`src/rtl/adder_scheduler.sv`:
```
// Two-requester round-robin scheduler sharing one 4-bit slice adder, one nibble per cycle.
// Latency NIBBLES+1 cycles gnt->done; no new grant while busy, requests simply wait.
module adder_scheduler #(
    parameter int NIBBLES = 4
) (
    input  logic                 clk,
    input  logic                 resetn,
    input  logic [1:0]           req,
    input  logic [4*NIBBLES-1:0] a0,
    input  logic [4*NIBBLES-1:0] b0,
    input  logic                 ci0,
    input  logic [4*NIBBLES-1:0] a1,
    input  logic [4*NIBBLES-1:0] b1,
    input  logic                 ci1,
    output logic [1:0]           gnt,
    output logic                 busy,
    output logic [4*NIBBLES-1:0] sum,
    output logic                 co,
    output logic                 done,
    output logic                 done_id
);
    localparam int W  = 4 * NIBBLES;
    localparam int KW = (NIBBLES > 1) ? $clog2(NIBBLES) : 1;

    typedef enum logic [1:0] {IDLE, ADD, DONE} state_t;

    state_t        state;
    state_t        state_nxt;
    logic [KW-1:0] k;
    logic          carry;
    logic [W-1:0]  op_a;
    logic [W-1:0]  op_b;
    logic [W-1:0]  res;
    logic [W-1:0]  res_upd;
    logic          cur_id;
    logic          last_id;
    logic          pick;
    logic          last_nib;
    logic [4:0]    slice;

    // Contention goes to whoever was not served last; a lone request wins outright.
    always_comb begin
        pick = (req == 2'b11) ? ~last_id : req[1];
    end

    always_comb begin
        slice    = {1'b0, op_a[{k, 2'b00} +: 4]} + {1'b0, op_b[{k, 2'b00} +: 4]} + {4'b0, carry};
        res_upd  = res;
        res_upd[{k, 2'b00} +: 4] = slice[3:0];
        last_nib = (k == KW'(NIBBLES - 1));
    end

    always_ff @(posedge clk) begin
        if (!resetn) state <= IDLE;
        else         state <= state_nxt;
    end

    always_comb begin
        state_nxt = state;
        gnt       = 2'b00;
        busy      = 1'b0;
        done      = 1'b0;
        case (state)
            IDLE: begin
                if (req != 2'b00) begin
                    gnt       = pick ? 2'b10 : 2'b01;
                    busy      = 1'b1;
                    state_nxt = ADD;
                end
            end
            ADD: begin
                busy = 1'b1;
                if (last_nib) state_nxt = DONE;
            end
            DONE: begin
                busy      = 1'b1;
                done      = 1'b1;
                state_nxt = IDLE;
            end
            default: state_nxt = IDLE;
        endcase
        // Requests seen while reset is asserted must not produce a visible grant.
        if (!resetn) begin
            gnt       = 2'b00;
            busy      = 1'b0;
            done      = 1'b0;
            state_nxt = IDLE;
        end
    end

    always_ff @(posedge clk) begin
        if (!resetn) begin
            k       <= '0;
            carry   <= 1'b0;
            op_a    <= '0;
            op_b    <= '0;
            res     <= '0;
            sum     <= '0;
            co      <= 1'b0;
            done_id <= 1'b0;
            cur_id  <= 1'b0;
            last_id <= 1'b1;
        end else begin
            case (state)
                IDLE: begin
                    if (req != 2'b00) begin
                        cur_id  <= pick;
                        last_id <= pick;
                        op_a    <= pick ? a1 : a0;
                        op_b    <= pick ? b1 : b0;
                        carry   <= pick ? ci1 : ci0;
                        k       <= '0;
                    end
                end
                ADD: begin
                    res   <= res_upd;
                    carry <= slice[4];
                    // Publish on the edge into DONE so sum/co/done_id are valid alongside done.
                    if (last_nib) begin
                        k       <= '0;
                        sum     <= res_upd;
                        co      <= slice[4];
                        done_id <= cur_id;
                    end else begin
                        k <= k + 1'b1;
                    end
                end
                default: ;
            endcase
        end
    end
endmodule
```
`config.mk`:
```
export PLATFORM = sky130hd
export DESIGN_NAME = adder_scheduler
export DESIGN_NICKNAME = d
export VERILOG_FILES = /design/src/rtl/adder_scheduler.sv
export SDC_FILE = /design/constraint.sdc
export NUM_CORES = 1
export LEC_CHECK = 0
export CAP_MARGIN = 0
export CORE_UTILIZATION = 45
export CTS_BUF_LIST = sky130_fd_sc_hd__clkbuf_4
export DETAILED_ROUTE_END_ITERATION = 12
export PLACE_DENSITY = 0.78
export SYNTH_ARGS = -nofsm -noshare
export SYNTH_HDL_FRONTEND = slang
export SYNTH_SLANG_ARGS = --single-unit
```
`constraint.sdc`:
```
create_clock -name clk -period 2.8 [get_ports clk]
set_input_delay 0.28 -clock clk [delete_from_list [all_inputs] [get_ports clk]]
set_output_delay 0.28 -clock clk [all_outputs]
set_load 0.02 [all_outputs]
```
==> flow_summary.ini <==
[global_route]
grt_pass1_vias = 3209
grt_max_degree = 39
antenna_found_initial = 0
overflow = 0
grt_pass1_wl_um = 15390
grtUsageTotal = 0.2277

[logic_synthesis]
synth-compound-area-share = 0.2145
synth_seq_cells = 73
synth_warnings = 0
synthTopCellsByArea = dfxtp_1 39%, mux4_2 4.9%, ha_1 4.7%, mux2i_1 4.6%, o211a_1 4.6%
synthArstFlopShare = 0
synth_top_area_frac = 0.3945
syn_area_um2 = 3705
yosysSeqAreaShare = 0.3945
yosys.area.top_type = dfxtp_1
synthSimpleGateAreaFrac = 0.1874
synth_edf_count = 0
syn-instance-count = 368
synth_top_family_by_area = compound AO/OA/AOI/OAI gates
synthFlopType = dfxtp_1
synth.net_count = 454
synthAdderAreaFrac = 0.05809
synth_xor_area_frac = 0.004728
synth_cell_types = 46
muxShareOfSynthArea = 0.09456
synth_area_per_cell_um2 = 10.07

[detailed_routing]
dr.max_layer_used = met4
first_iter_violations = 186
post-route-drc-count = 0
vias = 3217
ant_nets = 0
wl_per_cell_um = 16.00
firstDrtPassIters = 4
wl_met2_um = 4479
drt_wl_total_um = 9057
wl_met3_um = 376
routed_via_density = 5.684
wl_met1_um = 4073

[sta]
tns_ps = 0
finalClockSkew_ps = 11.68
hold_viol_final = 0
slew_headroom = 0.2852
setup_violations = 0
rsz0062_at_grt = no
maxSlewViolCount = 0
fin_crit_sh = 0.9512
fmax_ghz = 0.3755
period_needed_ps = 2663
worst_pin_slew_ps = 1065
hold_slack_ps = 228.1

[cts]
clkTransAtPathRegs_ps = 120
cts_resized = 0
htreeDepth = 3
numClockSinks = 73
clk_path_buf_depth = 2
cts_setup_buffers = 0
cts_tree = done
worstSkewPairLatency_ps = 420
cts_buffers = 9
cts_root_buf = clkbuf_4
cts-hold-fix-buffers = 0

[power_and_ir_drop]
ir_drop_uv = 284.2
p_per_area_nw_per_um2 = 519.9
power.total_mw = 2.536
p_leak_nw = 1.989

[floorplanning]
coreArea_um2 = 7848
initial_core_util = 0.4721
dieArea_um2 = 8600
io_pins = 92
die_y_um = 92.74
die_w_um = 92.74
rows = 32

[cells_and_area]
syn2layout_area_growth_pct = 31.64
nFillCells = 668
utilization = 0.6215
antennaDiodeCount = 0
layout_common_cells = 90 x clkdlybuf4s50_1, 73 x dfxtp_1, 28 x nand2_1, 23 x nor2b_1, 18 x buf_4
ff_latch_area_um2 = 1461
layout_commonest_cell = clkdlybuf4s50_1
multi_input_area_um2 = 2072
drive_gt1_frac = 0.1099
nNetsFinal = 545
fin_area_um2 = 4877

[placement]
placed_cell_area_um2 = 4740
dpl.hpwl_um = 6874
gp_congestion = 0.8395
port_buffers = 91

[setup_path]
reg2reg_to = res[14]$_SDFFE_PN0P_
critPathRequiredTime_ps = 3150
reg2reg_depth = 7
critPathKind = flop to flop
reg2reg_from = k[0]$_SDFFE_PN0P_
crit_fanout = 4
arrival_ps = 3020
crit_path_end_kind = flop
rrSetupSlack_ps = 140
start_kind = flop

[min_path]
hold_path.class = primary input to flop
min_from = resetn
holdPathStages = 2
hold_end = last_id$_SDFFE_PN1P_

[status]
status = finished clean

[job]
maxCapViolCount = 0
-- power breakdown --
part	internal [mW]	switching, mW
Clock	0.270	0.381
Combinational	0.342	0.370
Sequential	1.12	0.0545
Total	1.73	0.806
-- how the worst max path moves through the flow --
stage,startpoint,to,slack (ps),cells past startpoint
2_1_floorplan,k[0]$_SDFFE_PN0P_,res[14]$_SDFFE_PN0P_,30,8
3_3_place_gp,k[0]$_SDFFE_PN0P_,sum[2]$_SDFFE_PN0P_,220,7
3_5_place_dp,k[0]$_SDFFE_PN0P_,carry$_SDFFE_PN0P_,160,7
4_1_cts,k[0]$_SDFFE_PN0P_,res[14]$_SDFFE_PN0P_,130,7
5_1_grt,k[0]$_SDFFE_PN0P_,sum[2]$_SDFFE_PN0P_,3,7
6_report,k[0]$_SDFFE_PN0P_,res[14]$_SDFFE_PN0P_,140,7
-- layer usage --
metal / GRT usage / up-vias
li1: - / 1570
met1: 0.2786 / 1549
met2: 0.3975 / 88
met3: 0.04762 / 10
met4: 0.07436 / 0
met5: 0 / -
-- cell usage after synthesis (3+ instances only) --
cell      number
a222oi_1       7
nand2_1       28
nor2_1        15
mux2i_1       17
o21a_1         3
o21ai_0        9
inv_1          9
mux4_2         8
nor3b_1       16
a32oi_1        9
clkbuf_1      21
a221oi_1      12
a21o_1         4
nor2b_1       23
a21oi_1        8
a22oi_1        5
nand3_1       10
and3_1        10
o211a_1       17
ha_1          14
a221o_1        8
dfxtp_1       73
buf_2          5
and2_1         5
-- state kept, by name (all words and copies together), names as in the netlist --
register and count:
k 2, co 1, carry 1, res 16, cur_id 1, last_id 1, op_a 16, sum 16
state 2, done_id 1, op_b 16
-- cells by family (layout without fill, tap and decap cells) --
logic type / Yosys count / after routing
XOR/XNOR: 2 / 2
flip-flops: 73 / 73
AND/OR/NAND/NOR: 117 / 117
AO/OA/AOI/OAI: 96 / 96
buffers and inverters: 39 / 135
multiplexers: 25 / 25
adder cells (fa/ha/maj): 16 / 16
-- area by class of cell --
| cell class | instances | share of cell area |
|---|---|---|
| Sequential cell | 73 | 0.2996 |
| Inverter | 10 | 0.007696 |
| Multi-Input combinational cell | 256 | 0.4248 |
| Tap cell | 102 | 0.02617 |
| Clock inverter | 7 | 0.01437 |
| Timing Repair Buffer | 109 | 0.2134 |
| Clock buffer | 9 | 0.01385 |
-- stage by stage --
stage	worst slack [ps]	instances
3_5_place_dp	157.6	550
6_report	136.7	566
5_1_grt	2.734	566
3_3_place_gp	215.4	550
2_1_floorplan	32.27	368
4_1_cts	131.5	566
-- critical path, cell delays in order, from the launching register on --
cell,delay (ps)
dfxtp_1,430
mux4_2,540
fa_1,450
fa_1,430
xor2_1,260
and2_1,250
a22oi_1,110
nor2b_1,140
(Power assumes the default switching activity.)
